**src/rtl/instr_fetch_unit.sv**
```systemverilog
// RV32I fetch front end: owns the PC, issues in-order word reads and buffers returned words for decode.
// Redirects flush the buffer and drop responses belonging to requests already in flight.
module instr_fetch_unit #(
   parameter int unsigned     XLEN      = 32,
   parameter logic [XLEN-1:0] RESET_PC  = '0,
   parameter int unsigned     BUF_DEPTH = 2
) (
   input  logic            clk,
   input  logic            rst_n,
   output logic            imem_req_valid,
   output logic [XLEN-1:0] imem_req_addr,
   input  logic            imem_req_ready,
   input  logic            imem_rsp_valid,
   input  logic [31:0]     imem_rsp_data,
   input  logic            redirect_valid,
   input  logic [XLEN-1:0] redirect_pc,
   output logic            dec_valid,
   input  logic            dec_ready,
   output logic [31:0]     dec_instr,
   output logic [XLEN-1:0] dec_pc,
   output logic [6:0]      dec_opcode
);

   localparam int unsigned AW  = $clog2(BUF_DEPTH);
   localparam int unsigned CW  = AW + 1;
   localparam int unsigned OW  = CW + 1;
   localparam logic [31:0] NOP = 32'h0000_0013;

   typedef enum logic {RUN, DRAIN} state_e;

   state_e          state_q, state_d;
   logic            started_q;
   logic [XLEN-1:0] fetch_pc_q, fetch_pc_d;
   logic [CW-1:0]   outstanding_q, outstanding_d;
   logic [CW-1:0]   drop_cnt_q, drop_cnt_d;
   logic [CW-1:0]   count_q, count_d;
   logic [AW-1:0]   rd_ptr_q, rd_ptr_d, wr_ptr_q, wr_ptr_d;
   logic [AW-1:0]   if_rd_q, if_rd_d, if_wr_q, if_wr_d;
   logic [XLEN-1:0] if_pc_q [BUF_DEPTH];
   logic [XLEN-1:0] if_pc_d [BUF_DEPTH];
   logic [XLEN-1:0] buf_pc_q [BUF_DEPTH];
   logic [XLEN-1:0] buf_pc_d [BUF_DEPTH];
   logic [31:0]     buf_instr_q [BUF_DEPTH];
   logic [31:0]     buf_instr_d [BUF_DEPTH];
   logic            dec_valid_q, dec_valid_d;
   logic [31:0]     dec_instr_q, dec_instr_d;
   logic [XLEN-1:0] dec_pc_q, dec_pc_d;

   logic [OW-1:0]   occupancy;
   logic            req_fire, rsp_drop, push, pop;

   always_comb begin
      occupancy      = {1'b0, outstanding_q} + {1'b0, count_q};
      imem_req_valid = started_q && !redirect_valid && (occupancy < OW'(BUF_DEPTH));
      req_fire       = imem_req_valid && imem_req_ready;
      rsp_drop       = imem_rsp_valid && (redirect_valid || state_q == DRAIN);
      push           = imem_rsp_valid && !rsp_drop;
      pop            = !redirect_valid && (count_q != '0) && dec_ready;

      fetch_pc_d    = fetch_pc_q;
      outstanding_d = outstanding_q;
      drop_cnt_d    = drop_cnt_q;
      count_d       = count_q;
      rd_ptr_d      = rd_ptr_q;
      wr_ptr_d      = wr_ptr_q;
      if_rd_d       = if_rd_q;
      if_wr_d       = if_wr_q;
      if_pc_d       = if_pc_q;
      buf_pc_d      = buf_pc_q;
      buf_instr_d   = buf_instr_q;
      dec_instr_d   = dec_instr_q;
      dec_pc_d      = dec_pc_q;

      // The in-flight PC queue ignores redirects: memory still answers every accepted request.
      if (req_fire) begin
         if_pc_d[if_wr_q] = fetch_pc_q;
         if_wr_d          = if_wr_q + AW'(1);
         fetch_pc_d       = fetch_pc_q + XLEN'(4);
         outstanding_d    = outstanding_d + CW'(1);
      end
      if (imem_rsp_valid) begin
         if_rd_d       = if_rd_q + AW'(1);
         outstanding_d = outstanding_d - CW'(1);
      end

      if (redirect_valid) begin
         fetch_pc_d = redirect_pc & ~XLEN'(3);
         count_d    = '0;
         rd_ptr_d   = '0;
         wr_ptr_d   = '0;
         // Every request still in flight (including undrained residue) is now stale.
         drop_cnt_d = outstanding_d;
      end else begin
         if (rsp_drop)
            drop_cnt_d = drop_cnt_q - CW'(1);
         if (push) begin
            buf_pc_d[wr_ptr_q]    = if_pc_q[if_rd_q];
            buf_instr_d[wr_ptr_q] = imem_rsp_data;
            wr_ptr_d              = wr_ptr_q + AW'(1);
         end
         if (pop)
            rd_ptr_d = rd_ptr_q + AW'(1);
         case ({push, pop})
            2'b10:   count_d = count_q + CW'(1);
            2'b01:   count_d = count_q - CW'(1);
            default: count_d = count_q;
         endcase
      end

      state_d     = (drop_cnt_d != '0) ? DRAIN : RUN;
      dec_valid_d = (count_d != '0);
      if (dec_valid_d) begin
         dec_instr_d = buf_instr_d[rd_ptr_d];
         dec_pc_d    = buf_pc_d[rd_ptr_d];
      end
   end

   always_ff @(posedge clk or negedge rst_n) begin
      if (!rst_n) begin
         state_q       <= RUN;
         started_q     <= 1'b0;
         fetch_pc_q    <= RESET_PC;
         outstanding_q <= '0;
         drop_cnt_q    <= '0;
         count_q       <= '0;
         rd_ptr_q      <= '0;
         wr_ptr_q      <= '0;
         if_rd_q       <= '0;
         if_wr_q       <= '0;
         if_pc_q       <= '{default: '0};
         buf_pc_q      <= '{default: '0};
         buf_instr_q   <= '{default: '0};
         dec_valid_q   <= 1'b0;
         dec_instr_q   <= NOP;
         dec_pc_q      <= '0;
      end else begin
         state_q       <= state_d;
         started_q     <= 1'b1;
         fetch_pc_q    <= fetch_pc_d;
         outstanding_q <= outstanding_d;
         drop_cnt_q    <= drop_cnt_d;
         count_q       <= count_d;
         rd_ptr_q      <= rd_ptr_d;
         wr_ptr_q      <= wr_ptr_d;
         if_rd_q       <= if_rd_d;
         if_wr_q       <= if_wr_d;
         if_pc_q       <= if_pc_d;
         buf_pc_q      <= buf_pc_d;
         buf_instr_q   <= buf_instr_d;
         dec_valid_q   <= dec_valid_d;
         dec_instr_q   <= dec_instr_d;
         dec_pc_q      <= dec_pc_d;
      end
   end

   always_ff @(posedge clk) begin
      if (rst_n) begin
         assert (!(imem_rsp_valid && outstanding_q == '0));
         assert (occupancy <= OW'(BUF_DEPTH));
         assert (drop_cnt_q <= outstanding_q);
      end
   end

   assign imem_req_addr = fetch_pc_q;
   assign dec_valid     = dec_valid_q;
   assign dec_instr     = dec_instr_q;
   assign dec_pc        = dec_pc_q;
   assign dec_opcode    = dec_instr_q[6:0];

endmodule
```
**config.mk**
```make
export PLATFORM = sky130hd
export DESIGN_NAME = instr_fetch_unit
export DESIGN_NICKNAME = d
export VERILOG_FILES = /design/src/rtl/instr_fetch_unit.sv
export SDC_FILE = /design/constraint.sdc
export NUM_CORES = 1
export LEC_CHECK = 0
export CORE_ASPECT_RATIO = 1.5
export CORE_UTILIZATION = 30
export CTS_CLUSTER_DIAMETER = 50
export DETAILED_ROUTE_END_ITERATION = 10
export GPL_TIMING_DRIVEN = 0
export SYNTH_ARGS = -nofsm -noshare
export SYNTH_HDL_FRONTEND = slang
export SYNTH_SLANG_ARGS = --single-unit
export TNS_END_PERCENT = 10
```
**constraint.sdc**
```tcl
create_clock -name clk -period 8.4 [get_ports clk]
set_input_delay 0.84 -clock clk [delete_from_list [all_inputs] [get_ports clk]]
set_output_delay 0.84 -clock clk [all_outputs]
set_load 0.01 [all_outputs]
```
### After elaboration in Yosys (flattened, before gate mapping)

Cells that the tools add are included.

| cells by class | value |
|---|---|
| $add $sub $neg | 11 |
| magnitude comparators | 7 |
| equal/unequal tests | 2 |
| muxes and demuxes | 33 |
| bitwise operators | 4 |
| reduce and logical (&&, ||, !) cells | 17 |

Operator list:

| cell | count |
|---|---|
| two-way mux 32 bit | 13 |
| two-way mux 64 bit | 4 |
| bitwise mux 64 bit | 3 |
| demux 32 bit (select 1 bit) | 2 |
| adder 32 x 3 -> 32 bit (second input constant) | 1 |
| two-way mux 2 bit | 5 |
| nonzero test 2 bit | 5 |
| logical AND 1 bit | 9 |
| greater-or-equal comparator 2 bit (second input constant) | 4 |
| inverter 1 -> 2 bit | 4 |
| subtractor 2 x 1 -> 2 bit (second input constant) | 3 |
| two-way mux 1 bit | 5 |
| adder 1 bit (second input constant) | 4 |
| adder 2 x 1 -> 2 bit (second input constant) | 2 |
| less-than comparator 2 x 1 -> 1 bit (second input constant) | 2 |
| one-hot mux 2 bit (2 select lines) | 1 |
| adder 2 x 2 -> 3 bit | 1 |
| less-than comparator 3 x 2 -> 1 bit (second input constant) | 1 |
| == test 2 x 1 -> 1 bit (second input constant) | 1 |
| == test 2 bit (second input constant) | 1 |
| zero test 1 bit | 2 |
| logical OR 1 bit | 1 |

| storage, ports and cells | value |
|---|---|
| register bits | 301 |
| input bits | 70 |
| output and inout bits | 105 |
| word-level logic and storage cells | 93 |

### Longest topological paths before layout

| logic depth | value |
|---|---|
| depth after elaboration | 11 |
| mapped depth | 13 |

### Worst setup path after synthesis

Ideal clock, no wire load.

| timing | value |
|---|---|
| path type | input -> register |
| start | input redirect_valid |
| end | register dec_instr_q[22], in the netlist dec_instr[22] |
| arrival time | 3.441 ns |
| required time | 8.317 ns |
| setup slack | 4.876 ns |
| stages on the path | 13 |
| buffers on the path | 6 |
| cells stage by stage | clkbuf_1 -> clkbuf_1 -> buf_1 -> nor2_1 -> ha_1 -> nor2b_1 -> a21oi_1 -> o21ai_0 -> clkbuf_1 -> clkbuf_1 -> clkbuf_1 -> nand2_1 -> o21ai_0 |

| on the way | value |
|---|---|
| longest elaborated chain between the ends | 9 |
| elaborated cells between the ends (all ways) | 20 |
| those cells by class | eq/ne (2); mux (9); bitwise (1); reduce/logical (8) |

Ends and longest elaborated chain:

| element | line | text |
|---|---|---|
| start, declared | 15 | `input logic redirect_valid,` |
| logical OR 1 bit / zero test 1 bit (equally long branches) | 56, 58 |  |
| logical AND 1 bit (on tied branches) | 56, 58 |  |
| zero test 1 bit / logical AND 1 bit (equally long branches) | 57, 58 |  |
| logical AND 1 bit / two-way mux 1 bit (equally long branches) | 57, 101 |  |
| two-way mux 64 bit / two-way mux 1 bit (equally long branches) | 96, 86 |  |
| two-way mux 64 bit / inverter 1 -> 2 bit (equally long branches) | 86, 113 |  |
| two-way mux 32 bit (implied by the code) (3 in series) | 113 | `dec_instr_d = buf_instr_d[rd_ptr_d];` |
| end signal, assigned | 151 | `dec_instr_q <= dec_instr_d;` |
| end, declared | 46 | `logic [31:0] dec_instr_q, dec_instr_d;` |

Parallel ways exist; a longest one is shown, timed or not. The select of a mux whose other input is x is not followed.
A chain may end at the register's enable or synchronous reset.

### Worst setup path in the final report

| timing | value |
|---|---|
| start | input redirect_valid |
| end | register dec_instr_q[23], in the netlist dec_instr[23] |

The elaborated chain is that of the path after synthesis.

==> qor.csv <==
metric,value,unit
outcome,"complete, no violations",
"Clk Latency, worst-skew pair",0.58,ns
synthesized flop and latch total,295,
DR DRC count,0,
leakage power,6.79,nW
critical path class,input pin to register,
fraction of layout cells with a size suffix above 1,0.155,
DR vias/cell,4.75,
ys flop type,dfrtp_1,
area occupied by multi-input gates,4710,µm²
Slowest Stage Delay on Critical Path,0.65,ns
via count,8826,
number of fill cells,4022,
# rows,91,
die area,42400,µm²
Crit path required time,8.87,ns
Final GP Congestion,0.880,
post-CTS sizing,0,
Nets,1352,
Die Span X,168,µm
gate count after technology mapping,1074,
clk sinks,295,
async set-reset flop share out of synthesis,1.00,
Critical Path Start Type,input pin,
Max Buffers Root-to-Sink,3,
Clock Pin Slew Worst Setup and Hold Paths,0.06,ns
DP Wirelength,24400,µm
crit end category,register,
global-route wire length before repair,53000,µm
Setup Skew,0.0264,ns
first-pass iteration count of the detailed router,5,
minimum clock period,5.61,ns
Starting Density,0.303,
syn avg cell area,11.6,µm²
Max Fclk,178,MHz
final WL,34100,µm
Inserted Diodes,0,
Synthesis Warnings,0,
P&R area growth vs syn,27.8,%
io pins,175,
Final Max Slew Viols,0,
CTS tree,done,
Final Hold Vio Count,0,
vias in the first global route,9375,
crit path max fanout,10,
max-cap violation count,0,
Fin Setup TNS,0,ns
number of synthesized flops with an enable pin,0,
initial antenna violation count,0,
DIE HEIGHT,252,µm
Setup Viol. Count Final,0,
Post-CTS Hold Buffers,0,
Cell variety after synth,47,
number of buffers inserted by port buffering,169,
Crit-path slowest cell,clkbuf_1,
Power Density,332,nW/µm²
r2r setup slk,4.43,ns
Post-Syn Area,12500,µm²
Worst Tran Pin Value,0.947,ns
Seq. cell area,7390,µm²
H-tree levels,1,
RSZ-0062 raised after global routing,false,
WL/cell,18.3,µm
largest net degree at the start of global routing,118,
period utilization,0.667,
Core Area,41100,µm²
worst path cell trace,clkdlybuf4s50_1 -> clkbuf_1 -> clkbuf_1 -> buf_1 -> nor2_1 -> ha_1 -> nor2b_1 -> a21oi_1 -> o21ai_0 -> clkbuf_1 -> clkbuf_1 -> clkbuf_1 -> nand2_1 -> o21ai_0,
cts bufs inserted,30,
class of the worst hold path,input pin to asynchronous set/reset pin,
"IR drop worst, VDD",0.173,mV
max_slew headroom,0.363,
CP dominant cell by count,clkbuf_1,
WP data arrival,6.08,ns
Initial DRC Count,378,
total grt overflow,0,
Post-CTS Setup Repair Bufs,0,
post-route ant nets,0,
setup ws final,2.79,ns
total global routing track utilization,0.162,
dpl ws,2.05,ns
register area share after synthesis,0.592,
root buffer cell,clkbuf_16,
state kept, by name (all words and copies together), names as in the netlist:
| name | flops |
|---|---|
| if_pc_q | 60 |
| rd_ptr_q | 1 |
| buf_pc_q | 64 |
| if_rd_q | 1 |
| if_wr_q | 1 |
| dec_pc | 32 |
| count_q | 2 |
| outstanding_q | 2 |
| drop_cnt_q | 2 |
| dec_valid | 1 |
| state_q | 1 |
| dec_instr | 32 |
| buf_instr_q | 64 |
| wr_ptr_q | 1 |
| started_q | 1 |
| imem_req_addr | 30 |
Yosys cell counts (2+ instances only):
master,n,share of area
nand3b_1,7,0.0042
nand3_1,13,0.0052
nor2b_1,12,0.0060
o21ai_0,98,0.039
o211ai_1,10,0.0060
dfstp_2,3,0.0063
o311ai_0,4,0.0028
and2_1,3,0.0015
a21oi_1,69,0.028
buf_4,9,0.0054
dfrtp_1,292,0.59
clkbuf_1,38,0.011
a22oi_1,5,0.0030
mux2i_1,96,0.077
buf_2,21,0.0084
and3_1,4,0.0020
nor4_1,2,0.0010
xnor2_1,6,0.0042
a31oi_1,2,0.0010
a221o_1,2,0.0016
xor2_1,8,0.0056
ha_1,2,0.0020
inv_1,10,0.0030
mux2_2,111,0.10
or3_1,6,0.0030
buf_1,7,0.0021
nand2_1,116,0.035
nor3_1,6,0.0024
conb_1,2,0.00060
nor2_1,79,0.024
nand4_1,10,0.0050
a32oi_1,6,0.0042
cell usage in the layout, fill, tap and decap left out, types with 4 or more instances in the layout:
master / count
clkbuf_1: 46
nor2b_1: 12
o211ai_1: 10
dfrtp_1: 292
xnor2_1: 6
xor2_1: 8
nand2_1: 116
o21ai_0: 98
o311ai_0: 4
nand3_1: 13
or3_1: 6
and3_1: 4
buf_2: 22
nor3_1: 6
a21oi_1: 69
buf_4: 9
nor2_1: 79
buf_1: 7
clkdlybuf4s50_1: 168
a22oi_1: 5
nand3b_1: 7
a32oi_1: 6
inv_1: 10
mux2_2: 111
clkbuf_8: 6
mux2i_1: 96
nand4_1: 10
clkbuf_16: 30
final cells by class:
type / instances / share of cell area
Multi-Input combinational cell: 695 / 0.295
Clock buffer: 44 / 0.0542
Clock inverter: 10 / 0.00903
Buffer: 75 / 0.0214
Sequential cell: 295 / 0.464
Tap cell: 558 / 0.0438
Inverter: 10 / 0.00236
Timing Repair Buffer: 172 / 0.110
worst paths after layout:
| kind | startpoint | to | cells past startpoint |
|---|---|---|---|
| hold reg to reg | dec_instr[31] | dec_instr[31] | 2 |
| hold / removal | rst_n | imem_req_addr[18] | 1 |
| max in group asynchronous | rst_n | buf_instr_q[63] | 3 |
| setup / recovery | redirect_valid | dec_instr[23] | 14 |
| setup reg to reg | count_q[1] | dec_instr[23] | 11 |
| min in group clk | dec_instr[31] | dec_instr[31] | 2 |
report_power, final:
part	switching (W)	leakage, nW	internal, W
sequential	0.000265	3.69	0.00200
clock	0.000559	0.484	0.000802
combinational	0.000832	2.62	0.000842
total	0.00166	6.79	0.00364
per-stage QoR:
stage | power [W] | util | hold slack (ns) | area (µm²) | std cells
finish | 0.00530 | 0.388 | 0.236 | 15900 | 1859
global route | 0.00563 | 0.388 | 0.287 | 15900 | 1859
CTS | 0.00537 | 0.388 | 0.269 | 15900 | 1859
detailed placement | 0.00399 | 0.363 | 0.472 | 14900 | 1805
global placement | 0.00393 | 0.362 | 0.464 | 14900 | 1802
floorplan | 0.00322 | - | 0.449 | 12500 | 1075
cells by family (layout without fill, tap and decap cells):
| logic type | Yosys count | after routing | synth area share |
|---|---|---|---|
| flops | 295 | 295 | 0.592 |
| xor+xnor | 14 | 14 | 0.00984 |
| other cells | 2 | 3 | 0.000602 |
| mux | 208 | 208 | 0.178 |
| compound gates | 198 | 198 | 0.0871 |
| simple gates | 269 | 269 | 0.0978 |
| fa+ha+maj | 3 | 3 | 0.00361 |
| buf+inv | 85 | 311 | 0.0304 |
metal layers:
metal / GRT usage / vias up / share of wire / routed length [µm]
met1: 0.184 / 4461 / 0.39 / 13400
li1: - / 4138 / - / -
met2: 0.300 / 173 / 0.53 / 18200
met5: 0 / - / 0 / 0
met4: 0.0655 / 0 / 0.033 / 1120
met3: 0.0256 / 54 / 0.040 / 1370
critical path: cells and delay by family:
family          cells  cell delay, ns
compound gates      3            0.77
buf+inv             7            3.67
simple gates        3            0.43
fa+ha+maj           1            0.33
Note: power is estimated with default switching activity, not from simulation.
==> RTL edit, RTL diff (config.mk and constraints unchanged) <==
Change the parameter `BUF_DEPTH` from 2 to 4.
--- a/src/rtl/instr_fetch_unit.sv
+++ b/src/rtl/instr_fetch_unit.sv
@@ -3,7 +3,7 @@
 module instr_fetch_unit #(
    parameter int unsigned     XLEN      = 32,
    parameter logic [XLEN-1:0] RESET_PC  = '0,
-   parameter int unsigned     BUF_DEPTH = 2
+   parameter int unsigned     BUF_DEPTH = 4
 ) (
    input  logic            clk,
    input  logic            rst_n,
Check against the original RTL: not equivalent (Yosys sat finds a counterexample within 4 cycles, from zero or initial values and one cycle with rst_n low).
==> RTL edit against the unedited design <==
  * Core utilization shrank 1.9 points
  * Worst setup slack lost 0.41 ns
  * Synthesized area grew 87%
  * Wire length grew 120%
  * Highest routed layer is now met5
  * Count of clock-buffer cells in the layout grew 35
  * Maximum frequency shrank 6.8%
  * Register-to-register slack lost 0.36 ns
  * Sequential cell count grew 195
  * Via count grew 99%
  * Cell area grew 77%
  * Power grew 55%
==> RTL edit: results (changes against the unedited design) <==
| Metric | Value |
|---|---|
| Status | `complete, no violations` |
| Maximum resistive drop on vdd | `175 uV (+1.5%)` |
| CTS Buf Count | `56 (+87%)` |
| Inverter count | `16 (+6)` |
| Die Outline Area | `78900 um2 (+86%)` |
| Pre-CTS setup slack | `1.82 ns (-0.233 ns)` |
| Multi-input gate share of the layout cell area | `36.0% (+6.4 points)` |
| Ranking of synthesized cells by area | `sky130_fd_sc_hd__dfrtp_1 (52%), sky130_fd_sc_hd__mux2_2 (14%), sky130_fd_sc_hd__nand2_1 (5.1%)` |
| Number of antenna violations at the first check in global routing | `3 (+3)` |
| Met1 layer wirelength in the final routing | `29.1 mm (+120%)` |
| Number of vias per cell | `5.31 (+12%)` |
| Length of routed met2 wiring | `38.8 mm (+110%)` |
| Clock Skew | `0.0339 ns (+0.00756 ns)` |
| Number of global-route vias before repair | `18767 (+100%)` |
| Detail-routed net length per standard cell | `22.4 um (+22%)` |
| Fraction of layout cells with a size suffix above 1 | `22.3% (+6.8 points)` |
| Largest registers in the final layout | `buf_instr_q x128, buf_pc_q x128, if_pc_q x120` |
| Signal buffers share of area | `9.48% (-3.7 points)` |
| Half-perimeter wire length of the detailed placement result | `52.7 mm (+120%)` |
| Number of DRC markers in iteration 0 | `1236 (+230%)` |
| Average size of a mapped cell | `11.5 um2 (-0.75%)` |
| Highest signal layer in the routed design | `met5` |
| Antenna fix cells | `1 (+1)` |
| Overall routed net length | `74.1 mm (+120%)` |
| Multi-input gate area in the final layout | `10200 um2 (+120%)` |
| Met1 Resource Use GR | `21.7% (+3.3 points)` |
| First-pass GRT wire length | `114 mm (+110%)` |
| Count of plain and timing-repair buffers in the layout | `355 (+44%)` |
| Number of instances in the placed design | `3209 (+78%)` |
| RD Place Congestion | `0.820 (-6.8%)` |
| Seq. cell area | `12300 um2 (+66%)` |
| Distinct cell type count of the synthesized netlist | `67 (+43%)` |
| Total number of multi-input combinational cells | `1340 (+93%)` |
| GRT Total Usage | `18.7% (+2.5 points)` |
| Sequential area share after synthesis | `52.5% (-6.7 points)` |
| Maximum number of pins on one net before global-route repair | `120 (+1.7%)` |
| Sum of met3 wire segment lengths after detailed routing | `3.56 mm (+160%)` |
| Count of port buffers added during placement | `170 (+0.59%)` |
| Clk Latency, worst-skew pair | `0.62 ns (+0.04 ns)` |
[RTL edit: worst paths after layout]
check                                                  to  slack (ns)  cells past startpoint
min in group clk                buf_instr_q[77]$_DFF_PN0_        0.47                      2
worst min register to register  buf_instr_q[77]$_DFF_PN0_        0.47                      2
worst max-delay path            dec_instr[21]$_DFFE_PN0P_        2.38                     14
worst max register to register  dec_instr[21]$_DFFE_PN0P_        4.07                     10
worst min-delay path            dec_instr[25]$_DFFE_PN0P_        0.14                      1
max in group asynchronous         if_pc_q[71]$_DFFE_PN0P_        6.77                      3
[RTL edit: power breakdown]
group          switching, mW  leakage [nW]  internal, mW
logic                   1.21          5.37          1.15
clock network           1.03         0.895          1.40
registers              0.416          6.50          3.02
[RTL edit: cells by family after synthesis]
logic type / synth area share (%)
compound gates: 11.1
buf+inv: 3.95
other cells: 0.0322
mux: 18.6
fa+ha+maj: 0.890
simple gates: 12.1
xor+xnor: 0.777
flops: 52.5
